**src/rtl/bocks_upload_ctrl_if.sv**
```systemverilog
// bocks_upload_ctrl_if
// Bundles the two buses that bocks_upload_ctrl bridges:
//   - the hps_io ioctl upload side (upload/index/rd/addr in, din/wait out)
//   - the byte-wide on-chip memory read port (rd/addr out, dout/busy in)
// Modports:
//   master : the surrounding system (hps_io + memory), drives requests and read data
//   slave  : the upload controller, answers requests and drives the memory port
interface bocks_upload_ctrl_if #(
  parameter int MEM_AW = 16
);
  logic              ioctl_upload;
  logic [7:0]        ioctl_index;
  logic              ioctl_rd;
  logic [26:0]       ioctl_addr;
  logic [7:0]        ioctl_din;
  logic              ioctl_wait;
  logic              mem_rd;
  logic [MEM_AW-1:0] mem_addr;
  logic [7:0]        mem_dout;
  logic              mem_busy;

  modport master (
    output ioctl_upload, ioctl_index, ioctl_rd, ioctl_addr, mem_dout, mem_busy,
    input  ioctl_din, ioctl_wait, mem_rd, mem_addr
  );

  modport slave (
    input  ioctl_upload, ioctl_index, ioctl_rd, ioctl_addr, mem_dout, mem_busy,
    output ioctl_din, ioctl_wait, mem_rd, mem_addr
  );
endinterface

```
**src/rtl/bocks_upload_ctrl.sv**
```systemverilog
// bocks_upload_ctrl
// Core-side responder for the HPS ioctl upload (core-to-Linux) path. Each
// byte-read request from hps_io becomes one read on a byte-wide memory port;
// ioctl_wait stalls the HPS until the byte sits on ioctl_din. Reads at or
// above SIZE are answered immediately with 8'hFF and never touch memory.
// Ports:
//   clk_sys     : system clock, all logic on the rising edge
//   reset_n     : asynchronous active-low reset
//   bus         : ioctl upload + memory read port (slave modport)
//   upload_done : one-cycle pulse when a session that sent bytes ends
//   bytes_sent  : bytes returned in the current or last session (saturating)
//   overrun     : sticky, a read arrived while a previous one was in flight
module bocks_upload_ctrl #(
  parameter int         MEM_AW       = 16,
  parameter int         RD_LAT       = 2,
  parameter logic [7:0] UPLOAD_INDEX = 8'h01,
  parameter int         SIZE         = 65536
) (
  input  logic                clk_sys,
  input  logic                reset_n,
  bocks_upload_ctrl_if.slave  bus,
  output logic                upload_done,
  output logic [26:0]         bytes_sent,
  output logic                overrun
);

  localparam logic [1:0] S_IDLE = 2'd0;
  localparam logic [1:0] S_REQ  = 2'd1;
  localparam logic [1:0] S_WAIT = 2'd2;
  localparam logic [1:0] S_DONE = 2'd3;

  localparam logic [2:0]  LAT    = RD_LAT[2:0];
  localparam logic [31:0] SIZE_W = SIZE;

  logic [1:0]        state_q, state_d;
  logic [MEM_AW-1:0] addr_q, addr_d;
  logic [7:0]        din_q, din_d;
  logic              wait_q, wait_d;
  logic              mem_rd_q, mem_rd_d;
  logic [MEM_AW-1:0] mem_addr_q, mem_addr_d;
  logic [2:0]        cnt_q, cnt_d;
  logic [26:0]       bytes_q, bytes_d;
  logic              overrun_q, overrun_d;
  logic              done_q, done_d;
  logic              active_q;

  logic        active;
  logic        sess_start;
  logic        sess_end;
  logic        addr_oor;
  logic [26:0] bytes_base;
  logic [26:0] bytes_inc;

  assign active     = bus.ioctl_upload && (bus.ioctl_index == UPLOAD_INDEX);
  assign sess_start = active && !active_q;
  assign sess_end   = !active && active_q;
  assign addr_oor   = {5'd0, bus.ioctl_addr} >= SIZE_W;

  // A session start clears the count before any increment in the same cycle,
  // so a read coinciding with the start ends with bytes_sent == 1.
  assign bytes_base = sess_start ? 27'd0 : bytes_q;
  assign bytes_inc  = (bytes_base == {27{1'b1}}) ? bytes_base : bytes_base + 27'd1;

  always_comb begin
    state_d    = state_q;
    addr_d     = addr_q;
    din_d      = din_q;
    wait_d     = wait_q;
    mem_rd_d   = 1'b0;
    mem_addr_d = mem_addr_q;
    cnt_d      = cnt_q;
    bytes_d    = bytes_base;
    overrun_d  = sess_start ? 1'b0 : overrun_q;
    done_d     = sess_end && (bytes_q != 27'd0);

    if (state_q == S_IDLE) begin
      if (bus.ioctl_rd && active) begin
        if (addr_oor) begin
          din_d   = 8'hFF;
          bytes_d = bytes_inc;
        end else begin
          addr_d  = bus.ioctl_addr[MEM_AW-1:0];
          wait_d  = 1'b1;
          state_d = S_REQ;
        end
      end
    end else if (!active) begin
      // Session abort: drop the outstanding read without counting it.
      state_d = S_IDLE;
      wait_d  = 1'b0;
    end else begin
      if (bus.ioctl_rd) begin
        overrun_d = 1'b1;
      end
      case (state_q)
        S_REQ: begin
          if (!bus.mem_busy) begin
            mem_rd_d   = 1'b1;
            mem_addr_d = addr_q;
            cnt_d      = LAT;
            state_d    = S_WAIT;
          end
        end
        S_WAIT: begin
          // Counter hits zero on this edge: RD_LAT edges after the mem_rd edge.
          cnt_d = cnt_q - 3'd1;
          if (cnt_q == 3'd1) begin
            din_d   = bus.mem_dout;
            state_d = S_DONE;
          end
        end
        S_DONE: begin
          wait_d  = 1'b0;
          bytes_d = bytes_inc;
          state_d = S_IDLE;
        end
        default: begin
          state_d = S_IDLE;
        end
      endcase
    end
  end

  always_ff @(posedge clk_sys or negedge reset_n) begin
    if (!reset_n) begin
      state_q    <= S_IDLE;
      addr_q     <= '0;
      din_q      <= 8'h00;
      wait_q     <= 1'b0;
      mem_rd_q   <= 1'b0;
      mem_addr_q <= '0;
      cnt_q      <= 3'd0;
      bytes_q    <= 27'd0;
      overrun_q  <= 1'b0;
      done_q     <= 1'b0;
      active_q   <= 1'b0;
    end else begin
      state_q    <= state_d;
      addr_q     <= addr_d;
      din_q      <= din_d;
      wait_q     <= wait_d;
      mem_rd_q   <= mem_rd_d;
      mem_addr_q <= mem_addr_d;
      cnt_q      <= cnt_d;
      bytes_q    <= bytes_d;
      overrun_q  <= overrun_d;
      done_q     <= done_d;
      active_q   <= active;
    end
  end

  assign bus.ioctl_din  = din_q;
  assign bus.ioctl_wait = wait_q;
  assign bus.mem_rd     = mem_rd_q;
  assign bus.mem_addr   = mem_addr_q;
  assign upload_done    = done_q;
  assign bytes_sent     = bytes_q;
  assign overrun        = overrun_q;

endmodule

```
**src/flat_wrapper.sv**
```systemverilog
// flat-port wrapper written by rule: the top's interface ports become plain ports
module bocks_upload_ctrl_flat 
#(
  parameter int         MEM_AW       = 16,
  parameter int         RD_LAT       = 2,
  parameter logic [7:0] UPLOAD_INDEX = 8'h01,
  parameter int         SIZE         = 65536
)
  (clk_sys, reset_n, upload_done, bytes_sent, overrun, bus_ioctl_upload, bus_ioctl_index, bus_ioctl_rd, bus_ioctl_addr, bus_mem_dout, bus_mem_busy, bus_ioctl_din, bus_ioctl_wait, bus_mem_rd, bus_mem_addr);
  bocks_upload_ctrl_if #(.MEM_AW(MEM_AW)) bus_i ();
  input  logic clk_sys;
  input  logic reset_n;
  output logic upload_done;
  output logic [26:0] bytes_sent;
  output logic overrun;
  input wire logic [$bits(bus_i.ioctl_upload)-1:0] bus_ioctl_upload;
  input wire logic [$bits(bus_i.ioctl_index)-1:0] bus_ioctl_index;
  input wire logic [$bits(bus_i.ioctl_rd)-1:0] bus_ioctl_rd;
  input wire logic [$bits(bus_i.ioctl_addr)-1:0] bus_ioctl_addr;
  input wire logic [$bits(bus_i.mem_dout)-1:0] bus_mem_dout;
  input wire logic [$bits(bus_i.mem_busy)-1:0] bus_mem_busy;
  output wire logic [$bits(bus_i.ioctl_din)-1:0] bus_ioctl_din;
  output wire logic [$bits(bus_i.ioctl_wait)-1:0] bus_ioctl_wait;
  output wire logic [$bits(bus_i.mem_rd)-1:0] bus_mem_rd;
  output wire logic [$bits(bus_i.mem_addr)-1:0] bus_mem_addr;
  assign bus_i.ioctl_upload = bus_ioctl_upload;
  assign bus_i.ioctl_index = bus_ioctl_index;
  assign bus_i.ioctl_rd = bus_ioctl_rd;
  assign bus_i.ioctl_addr = bus_ioctl_addr;
  assign bus_i.mem_dout = bus_mem_dout;
  assign bus_i.mem_busy = bus_mem_busy;
  assign bus_ioctl_din = bus_i.ioctl_din;
  assign bus_ioctl_wait = bus_i.ioctl_wait;
  assign bus_mem_rd = bus_i.mem_rd;
  assign bus_mem_addr = bus_i.mem_addr;
  bocks_upload_ctrl #(.MEM_AW(MEM_AW), .RD_LAT(RD_LAT), .UPLOAD_INDEX(UPLOAD_INDEX), .SIZE(SIZE)) u_core (.clk_sys(clk_sys), .reset_n(reset_n), .bus(bus_i), .upload_done(upload_done), .bytes_sent(bytes_sent), .overrun(overrun));
endmodule
```
**config.mk**
```make
export PLATFORM = sky130hd
export DESIGN_NAME = bocks_upload_ctrl_flat
export DESIGN_NICKNAME = d
export VERILOG_FILES = /design/src/rtl/bocks_upload_ctrl_if.sv /design/src/rtl/bocks_upload_ctrl.sv /design/src/flat_wrapper.sv
export SDC_FILE = /design/constraint.sdc
export NUM_CORES = 1
export LEC_CHECK = 0
export CAP_MARGIN = 25
export CELL_PAD_IN_SITES_DETAIL_PLACEMENT = 0
export CELL_PAD_IN_SITES_GLOBAL_PLACEMENT = 1
export CORE_ASPECT_RATIO = 1.25
export CORE_UTILIZATION = 40
export CTS_CLUSTER_SIZE = 8
export DETAILED_ROUTE_END_ITERATION = 8
export DONT_BUFFER_PORTS = 1
export GPL_TIMING_DRIVEN = 0
export MAX_ROUTING_LAYER = met4
export PLACE_DENSITY_LB_ADDON = 0.1
export SLEW_MARGIN = 20
export SYNTH_ARGS = -nofsm -noshare
export SYNTH_HDL_FRONTEND = slang
export SYNTH_SLANG_ARGS = --single-unit
```
**constraint.sdc**
```tcl
create_clock -name clk_sys -period 8.1 [get_ports clk_sys]
set_clock_uncertainty 0.05 [all_clocks]
set_input_delay 0.81 -clock clk_sys [delete_from_list [all_inputs] [get_ports clk_sys]]
set_output_delay 0.81 -clock clk_sys [all_outputs]
set_load 0.02 [all_outputs]
```
; ---- Word-level counts from Yosys, hierarchy flattened
; Index checks and enable logic that the tools add are counted.
[word_totals]
input_bits = 48
ff_bits = 77
wordCells = 84
output_inout_bits = 55
[op_classes]
order_cmp = 1
addsub = 2
bitwise_logic = 3
n_reduce_logical = 19
muxes = 35
n_eq_ne = 13
[ops]
columns = operator, n
row1 = two-way mux 27 bit, 7
row2 = two-way mux 8 bit, 6
row3 = "adder 27 x 1 -> 27 bit, second input constant", 1
row4 = "equality test 27 bit, second input constant", 1
row5 = ">= comparator 27 x 17 -> 1 bit, second input constant", 1
row6 = nonzero test 27 bit, 1
row7 = two-way mux 1 bit, 13
row8 = two-way mux 2 bit, 6
row9 = AND reduction 4 bit, 3
row10 = "equality test 8 x 1 -> 1 bit, second input constant", 1
row11 = "inequality test 4 bit, second input constant", 2
row12 = nonzero test 2 bit, 4
row13 = "inequality test 2 bit, second input constant", 3
row14 = case mux 3 bit (2 select lines), 1
row15 = AND reduction 3 bit, 2
row16 = logical AND 1 bit, 5
row17 = AND reduction 5 bit, 1
row18 = "equality test 2 bit, second input constant", 2
row19 = case mux 2 bit (2 select lines), 1
row20 = "equality test 3 x 1 -> 1 bit, second input constant", 1
row21 = two-way mux 3 bit, 1
row22 = "inequality test 3 bit, second input constant", 1
row23 = inverter 1 bit, 3
row24 = "subtractor 3 x 1 -> 3 bit, second input constant", 1
row25 = 4 further kinds, 5

; ---- Longest topological paths before layout
; Gate-level depths: netlist (run 1).
[depth]
ltp_word = 9
ltp_mapped = 15

; ---- Worst setup path after synthesis (run 1)
; OpenSTA, ideal clock, no wires.
[synth_timing]
path_kind = input to register
start = in bus_ioctl_index[0]
end = reg u_core.bytes_q[2] (netlist: u_core.bytes_sent[2])
slack_ps = 4715
path_stages = 13
n_path_buf = 3
required_time_ps = 7978
t_arrival_ps = 3263
path_cell_list = nor4b_1 nand3_1 clkbuf_1 and2_1 ha_1 clkbuf_1 nand4_1 or4_1 nor4_1 buf_2 nand4b_1 mux2_2 nor2_1
[synth_via]
elab_chain_len = 9
[synth_lines]
columns = element, line_no
row1 = "start, declared", flat_wrapper.sv:17  ; input wire logic [$bits(bus_i.ioctl_index)-1:0] bus_ioctl_index;
row2 = equality test 8 x 1 -> 1 bit (*), bocks_upload_ctrl.sv:54  ; assign active = bus.ioctl_upload && (bus.ioctl_index == UPLOAD_INDEX);
row3 = logical AND 1 bit (*), bocks_upload_ctrl.sv:54
row4 = logical AND 1 bit, bocks_upload_ctrl.sv:55  ; assign sess_start = active && !active_q;
row5 = two-way mux 27 bit, bocks_upload_ctrl.sv:61  ; assign bytes_base = sess_start ? 27'd0 : bytes_q;
row6 = adder 27 x 1 -> 27 bit / equality test 27 bit (equally long branches), bocks_upload_ctrl.sv:62  ; assign bytes_inc = (bytes_base == {27{1'b1}}) ? bytes_base : bytes_base + 27'd1;
row7 = two-way mux 27 bit, bocks_upload_ctrl.sv:62
row8 = "two-way mux 27 bit, on equally long branches", "bocks_upload_ctrl.sv:95, bocks_upload_ctrl.sv:78"
row9 = "two-way mux 27 bit, on equally long branches", "bocks_upload_ctrl.sv:87, bocks_upload_ctrl.sv:77"
row10 = two-way mux 27 bit (*), bocks_upload_ctrl.sv:76  ; if (state_q == S_IDLE) begin
row11 = named net u_core.bytes_d[2], bocks_upload_ctrl.sv:42  ; logic [26:0] bytes_q, bytes_d;
row12 = "end signal, assigned", bocks_upload_ctrl.sv:145  ; bytes_q <= bytes_d;
row13 = "end, declared", bocks_upload_ctrl.sv:42
; Mark *: on every way through the listed nets, which the timed path passes. The rest lies on a longest branch.
; A chain may end at the register's enable or synchronous reset.

; ---- Worst setup path after layout (run 1)
[layout_timing]
start = reg u_core.active_q
end = reg u_core.bytes_q[3] (netlist: u_core.bytes_sent[3])
[layout_via]
elab_chain_len = 8
[layout_lines]
columns = element, line_no
row1 = "start, declared", bocks_upload_ctrl.sv:45  ; logic active_q;
row2 = "start signal, assigned", bocks_upload_ctrl.sv:148  ; active_q <= active;
row3 = logical NOT 1 bit (*), bocks_upload_ctrl.sv:55
row4 = logical AND 1 bit (*), bocks_upload_ctrl.sv:55
row5 = two-way mux 27 bit (*), bocks_upload_ctrl.sv:61
row6 = adder 27 x 1 -> 27 bit / equality test 27 bit (equally long branches), bocks_upload_ctrl.sv:62
row7 = two-way mux 27 bit, bocks_upload_ctrl.sv:62
row8 = "two-way mux 27 bit, on equally long branches", "bocks_upload_ctrl.sv:95, bocks_upload_ctrl.sv:78"
row9 = "two-way mux 27 bit, on equally long branches", "bocks_upload_ctrl.sv:87, bocks_upload_ctrl.sv:77"
row10 = two-way mux 27 bit (*), bocks_upload_ctrl.sv:76
row11 = named net u_core.bytes_d[3], bocks_upload_ctrl.sv:42
; Marked as above.

==> results of run 1 <==
==> sequential cells by signal (all words and copies together) (netlist names), 2 cells and up <==
register,count
u_core.bytes_sent,27
u_core.addr_q,16
u_core.bus.mem_addr,16
u_core.bus.ioctl_din,8
u_core.cnt_q,3
u_core.state_q,2
==> worst max-delay path, stage by stage (launching register included) <==
cell      delay [ns]
dfrtp_1         0.32
clkbuf_1        0.31
nor4b_1         0.12
nand3_1         0.16
clkbuf_1        0.39
and2_1          0.23
ha_1            0.15
clkbuf_1        0.33
nand4_1         0.11
or4_1           0.45
nor4_1          0.23
buf_2           0.30
buf_2           0.30
nor2_1          0.07
a311oi_1        0.29
==> layout make-up <==
class / count / area, um^2
Buffer: 23 / 96.34
Clock buffer: 9 / 225.2
Clock inverter: 7 / 80.08
Fill cell: 880 / 4955
Inverter: 9 / 33.78
Multi-Input combinational cell: 277 / 1844
Sequential cell: 77 / 1927
Tap cell: 123 / 153.9
Timing Repair Buffer: 1 / 5.005
==> per-layer routing <==
layer	share of wire, %	global-route usage [%]	vias to the layer above
li1	-	-	1414
met2	50	34.76	101
met1	42	23.66	1427
met4	2.3	9.032	0
met3	5.8	4.743	17
met5	0	-	-
==> power groups by stage <==
stage          registers (uW)  clock network (uW)  logic, uW
6_report                  407                 418       87.2
3_5_place_dp              415                   0       87.5
3_3_place_gp              414                   0       87.0
4_1_cts                   407                 427       88.1
2_1_floorplan             412                   0       65.1
5_1_grt                   408                 443       99.8
==> metrics by stage <==
stage / cells / util, %
finish: 526 / 46.84
global route: 526 / 46.84
CTS: 525 / 46.78
detailed placement: 509 / 43.51
global placement: 509 / 43.51
floorplan: 386 / -
==> cells by family (layout without fill, tap and decap cells) <==
family                     Yosys count  in the layout  synth area share, %
buffers and inverters               32             49                3.335
xor gates and xnor gates            16             16                3.592
adders and majority gates            7              7                2.245
DFF                                 77             77                49.39
AOI/OAI and AO/OA                   50             50                8.243
muxes                               36             36                10.36
and+or+nand+nor                    168            168                22.83
==> worst min path at each step <==
stage / from / end / slack (ns)
after floorplan: u_core.addr_q[10] / u_core.bus.mem_addr[10] / 0.42
after global placement: u_core.addr_q[6] / u_core.bus.mem_addr[6] / 0.43
after detailed placement: u_core.addr_q[10] / u_core.bus.mem_addr[10] / 0.44
after CTS: reset_n / u_core.bytes_sent[20] / 0.10
after global routing: reset_n / u_core.bytes_sent[23] / 0.09
final: reset_n / u_core.bytes_sent[23] / 0.11
==> synth_stat cells (all sizes together) (2+ instances only) <==
master | n | area [um^2]
dfrtp | 77 | 1927
nor2 | 39 | 146.4
mux2 | 35 | 394.1
nand2 | 35 | 131.4
o21ai | 18 | 90.08
nor4 | 17 | 106.4
clkbuf | 16 | 60.06
nand3 | 15 | 75.07
xnor2 | 15 | 131.4
nor3 | 13 | 65.06
and3 | 9 | 56.30
inv | 9 | 33.78
buf | 7 | 36.28
ha | 7 | 87.58
nor4b | 7 | 61.31
a21oi | 6 | 30.03
nand4 | 6 | 43.79
a31oi | 5 | 31.28
and4 | 4 | 35.03
nor2b | 4 | 25.02
nor3b | 4 | 30.03
or3 | 4 | 30.03
o31ai | 3 | 22.52
or4 | 3 | 26.27
a21boi | 2 | 15.01
a22oi | 2 | 15.01
a41oi | 2 | 17.52
and2 | 2 | 12.51
nand2b | 2 | 12.51
nand4b | 2 | 17.52
o22ai | 2 | 12.51
==> results.py, run 1 <==
metrics = {
    "setup_path": {
        "rr_startpoint": "u_core.active_q",
        "r2r-end": "u_core.bytes_sent[3]",
        "endpoint": "u_core.bytes_sent[3]",
        "reg2reg_depth": 14,
        "path_max_fanout": 10,
        "reg2reg_setup_slack_ns": 4.18,
        "startpoint": "u_core.active_q",
        "worst_setup_path_start_kind": "flop",
        "critPathRequiredTime_ns": 8.27,
        "path_class": "reg2reg",
        "arrival_ns": 4.09,
        "critPathCaptureType": "flop",
    },
    "power": {
        "p_clk_share_pct": 45.8,
        "pwr-share-seq_pct": 44.6,
        "p_comb_share_pct": 9.5,
        "p_switching_uw": 245.1,
        "ir_drop_mv": 0.1184,
        "powerDensity_nw_per_um2": 209.1,
        "intPower_uw": 667.6,
        "power.leakage_uw": 0.001930,
        "p_total_uw": 912.7,
        "p_sw_share_pct": 26.85,
    },
    "timing": {
        "hold_viol_final": 0,
        "timing.fmax_mhz": 255.1,
        "min_period_over_period_pct": 48.39,
        "finalMaxSlewViolations": 0,
        "fin_crit_ns": 3.920,
        "tightest_slew_ns": 0.7238,
        "fin_ws_ns": 4.180,
        "fin_hold_ws_ns": 0.1108,
        "fin_setup_tns_ns": 0,
        "setup_violations": 0,
        "slew_headroom_pct": 51.42,
        "grt_setup_unrepaired": "false",
    },
    "clock_network": {
        "cts.sinks": 77,
        "cts_made_buffers": 9,
        "postCtsSetupBuffers": 0,
        "cts-resized-gates": 0,
        "root_buffer": "clkbuf_16",
        "clk_latency_ns": 0.34,
        "clk_path_buf_depth": 2,
        "cts_tree": "built",
        "cts_hold_buf": 0,
        "clkTransAtPathRegs_ns": 0.07,
        "htree_levels": 3,
    },
    "routing": {
        "vias_per_cell": 5.625,
        "vias": 2959,
        "routed_wl_um": 9719,
        "wl_per_cell_um": 18.48,
        "drc": 0,
        "drt_pass1_iterations": 4,
        "drt-initial-drc-count": 145,
        "ant_nets": 0,
    },
    "layout": {
        "nets": 453,
        "final_cell_mix": "77 x dfrtp_1, 39 x nor2_1, 35 x nand2_1, 35 x mux2_2, 17 x nor4_1",
        "num_antenna_cells": 0,
        "area_growth_pct": 11.90,
        "design_area_um2": 4365,
        "mostFrequentLayoutCell": "dfrtp_1",
        "drive_gt1_share_pct": 15.63,
    },
    "floorplanning": {
        "die_w_um": 90.33,
        "start_util_pct": 41.86,
        "coreArea_um2": 9320,
        "fp.dieH_um": 112.4,
        "num_io_pins": 103,
        "dieArea_um2": 10150,
        "rows": 39,
    },
    "synthesis": {
        "synth_cell_types": 51,
        "synth_flop_cell": "dfrtp_1",
        "synth-warning-count": 0,
        "synth_seq_area_share_pct": 49.39,
        "syn_area_um2": 3901,
        "synth-seq-cells": 77,
        "syn_nets": 441,
        "synth_edf_count": 0,
        "ys_async_sr_fraction_pct": 100.0,
        "syn_inst": 386,
        "syn_area_per_cell_um2": 10.11,
    },
    "global_route": {
        "grt_max_degree": 78,
        "grt_pass1_vias": 3089,
        "antenna_found_initial": 0,
        "grt_overflow": 0,
        "grt_pass1_wl_um": 15770,
        "gr-usage-all-layers_pct": 20.70,
    },
    "placed_design": {
        "io_buffers": 0,
        "finalWeightedCongestion": 0.8092,
        "dp_slack_ns": 3.927,
        "place_hpwl_um": 6912,
        "place_area_um2": 4055,
    },
    "hold_path": {
        "hold_class": "in2async",
    },
    "status": {
        "outcome": "finished, final reports clean",
    },
    "run": {
        "cap_viol_max_count": 0,
    },
}
No activity file was read; power rests on OpenSTA's default activity.
==> run 2: changes to the inputs <==
Settings changed: ABC_AREA from default to 1.
Clock period 8.1 ns to 3.63 ns, I/O delays scaled along.
==> results.py, run 2 <==
metrics = {
    "routing": {
        "ant_nets": 0,
        "drc": 0,
        "routed_wl_um": 15060,
        "vias_per_cell": 5.529,
        "drt-initial-drc-count": 275,
        "drt_pass1_iterations": 5,
        "wl_per_cell_um": 18.12,
        "vias": 4595,
    },
    "clock_network": {
        "cts_made_buffers": 9,
        "root_buffer": "clkbuf_16",
        "cts_tree": "built",
        "clkTransAtPathRegs_ns": 0.06,
        "cts-resized-gates": 0,
        "clk_path_buf_depth": 2,
        "htree_levels": 3,
        "cts.sinks": 77,
        "postCtsSetupBuffers": 0,
        "clk_latency_ns": 0.34,
    },
    "synthesis": {
        "synth_edf_count": 0,
        "synth_seq_area_share_pct": 38.61,
        "ys_top_cells_by_count": "171 x nand2_1, 77 x dfrtp_1, 61 x nand3_1, 57 x a21oi_1, 52 x nor2_1",
        "synth_top_family_by_area": "simple AND/OR/NAND/NOR gates",
        "synthAdderAreaFrac_pct": 1.755,
        "syn_nets": 704,
        "synth_cell_types": 41,
        "syn_area_um2": 4991,
        "synth-warning-count": 0,
        "synth_top_area_cell": "dfrtp_1",
        "synthMuxAreaShare_pct": 3.384,
        "yosys-top-cells-area": "dfrtp_1 39%, nand2_1 13%, nand3_1 6.1%",
        "synthSimpleGateAreaFrac_pct": 37.90,
        "synth-compound-area-share_pct": 10.13,
        "synth-seq-cells": 77,
        "synth_top_area_share_pct": 38.61,
        "synth_most_common_cell": "nand2_1",
        "synth_flop_cell": "dfrtp_1",
        "synth-xor-area-share_pct": 0.7019,
        "syn_area_per_cell_um2": 7.690,
        "syn_inst": 649,
        "ys_async_sr_fraction_pct": 100.0,
    },
    "layout": {
        "fin_cells": 831,
        "largest_reg_flops": 27,
        "final_cell_mix": "171 x nand2_1, 77 x dfrtp_1, 61 x nand3_1, 57 x a21oi_1, 52 x nor2_1",
        "nets": 717,
        "mostFrequentLayoutCell": "nand2_1",
        "area_growth_pct": 11.48,
        "drive_gt1_share_pct": 15.44,
        "num_antenna_cells": 0,
        "design_area_um2": 5564,
    },
    "timing": {
        "hold_viol_final": 0,
        "slew_headroom_pct": 51.51,
        "tightest_slew_ns": 0.7274,
        "timing.fmax_mhz": 315.9,
        "finalMaxSlewViolations": 0,
        "min_period_over_period_pct": 87.20,
        "fin_crit_ns": 3.165,
        "grt_setup_unrepaired": "false",
        "fin_setup_tns_ns": 0,
        "setup_violations": 0,
    },
    "setup_path": {
        "r2r-end": "u_core.bytes_sent[9]",
        "critPathRequiredTime_ns": 3.86,
        "path_max_fanout": 10,
        "path_cells": "inv_1 -> nand3_4 -> buf_12 -> buf_6 -> buf_6 -> nand2_1 -> inv_1 -> ha_1 -> nand2_1 -> clkinv_1 -> nand3_4 -> nor2_8 -> nand2_2 -> nor2_4 -> nand2_4 -> buf_6 -> nand4_1 -> o211ai_1 -> nand2_1",
        "rr_startpoint": "u_core.active_q",
        "startpoint": "u_core.active_q",
        "max_stage_delay_ns": 0.34,
        "endpoint": "u_core.bytes_sent[9]",
        "reg2reg_setup_slack_ns": 0.46,
        "worst-path-buf-inv": 7,
        "critPathCaptureType": "flop",
        "crit_cells": 19,
        "arrival_ns": 3.39,
        "cpMaxStageDelayCell": "dfrtp_1",
        "worst_setup_path_start_kind": "flop",
        "path_class": "reg2reg",
        "cp_top_family": "simple AND/OR/NAND/NOR gates",
        "reg2reg_depth": 19,
    },
    "run": {
        "cap_viol_max_count": 0,
    },
    "power": {
        "power.leakage_uw": 0.002620,
        "ir_drop_mv": 0.2518,
        "p_switching_uw": 971.9,
        "p_sw_share_pct": 36.47,
        "pwr-share-seq_pct": 41.7,
        "p_clk_share_pct": 38.0,
        "intPower_uw": 1693,
        "powerDensity_nw_per_um2": 479.0,
        "p_comb_share_pct": 20.3,
    },
    "placed_design": {
        "finalWeightedCongestion": 0.8737,
        "placed_cells": 813,
        "place_hpwl_um": 11010,
        "place_area_um2": 5196,
        "io_buffers": 0,
    },
    "floorplanning": {
        "die_w_um": 101.9,
        "rows": 45,
        "coreArea_um2": 12160,
        "fp.dieH_um": 126.9,
        "start_util_pct": 41.04,
        "num_io_pins": 103,
        "dieArea_um2": 12930,
    },
    "global_route": {
        "antenna_found_initial": 0,
        "grt_pass1_wl_um": 23470,
        "grt_overflow": 0,
        "grt_max_degree": 78,
        "grt_pass1_vias": 4435,
        "gr-usage-all-layers_pct": 24.88,
    },
    "hold_path": {
        "hold_class": "in2reg",
    },
    "status": {
        "outcome": "finished, final reports clean",
    },
}
==> run 2: changes by cell type after synthesis, sizes merged, moves of 16 or more <==
cell	before	now
a21oi	6	57
nand4	6	22
mux2	35	15
nand3	15	77
nand2	35	186
inv	9	54
nor2	39	69
==> run 2: layout make-up <==
type | count | area [um^2]
Fill cell | 1222 | 6598
Multi-Input combinational cell | 491 | 2689
Sequential cell | 77 | 1927
Clock buffer | 9 | 225.2
Inverter | 56 | 210.2
Tap cell | 164 | 205.2
Buffer | 25 | 165.2
Clock inverter | 7 | 105.1
Timing Repair Buffer | 2 | 37.54
==> run 2: worst reg2reg max path, stage by stage, from the launching register on <==
cell	delay (ns)
dfrtp_1	0.34
inv_1	0.07
nand3_4	0.17
buf_12	0.19
buf_6	0.18
buf_6	0.19
nand2_1	0.09
inv_1	0.09
ha_1	0.29
nand2_1	0.09
clkinv_1	0.09
nand3_4	0.11
nor2_8	0.20
nand2_2	0.11
nor2_4	0.21
nand2_4	0.17
buf_6	0.19
nand4_1	0.08
o211ai_1	0.09
nand2_1	0.10
==> run 2: timing repair <==
item,CTS,global route
endpoints found under the hold margin,77,0
hold buffers,2,0
endpoints found under the setup margin,0,0
==> run 2: worst min path at each step <==
stage | start | end | cells past startpoint
after detailed placement | reset_n | u_core.bytes_sent[15] | 0
after CTS | bus_ioctl_addr[10] | u_core.addr_q[10] | 1
after global placement | reset_n | u_core.bytes_sent[15] | 0
after floorplan | reset_n | u_core.active_q | 0
final | bus_ioctl_addr[10] | u_core.addr_q[10] | 1
after global routing | bus_ioctl_addr[10] | u_core.addr_q[10] | 1
==> run 2: per-layer routing <==
| layer | part of all wire [%] | wire, um | global-route usage [%] | vias to the layer above |
|---|---|---|---|---|
| met5 | 0 | 0 | - | - |
| li1 | - | - | - | 2200 |
| met4 | 4.9 | 743 | 13.78 | 0 |
| met1 | 39 | 5808 | 29.18 | 2148 |
| met3 | 7.2 | 1084 | 4.738 | 48 |
| met2 | 49 | 7419 | 39.79 | 199 |
==> run 2: metrics by stage <==
step	utilization [%]	power, uW	hold WS, ns	setup slack [ns]
2_1_floorplan	-	1457	0.01741	0.9075
3_3_place_gp	42.73	1624	0.01942	0.3518
3_5_place_dp	42.73	1638	0.01952	0.3510
4_1_cts	45.75	2685	0.1083	0.4733
5_1_grt	45.75	2789	0.1075	0.2255
6_report	45.75	2665	0.1159	0.4647
==> run 2: power by group through the flow <==
| stage | Sequential [uW] | Combinational, uW | Clock, uW |
|---|---|---|---|
| detailed placement | 1130 | 510 | 0 |
| global placement | 1130 | 498 | 0 |
| global route | 1120 | 604 | 1060 |
| floorplan | 1080 | 380 | 0 |
| CTS | 1110 | 535 | 1040 |
| finish | 1110 | 540 | 1010 |
==> run 2: logic make-up after synthesis <==
logic type	count (synthesis)
multiplexers	15
AO/OA/AOI/OAI	92
adder cells (fa/ha/maj)	7
XOR/XNOR	4
flip-flops	77
buffers and inverters	81
AND/OR/NAND/NOR	373
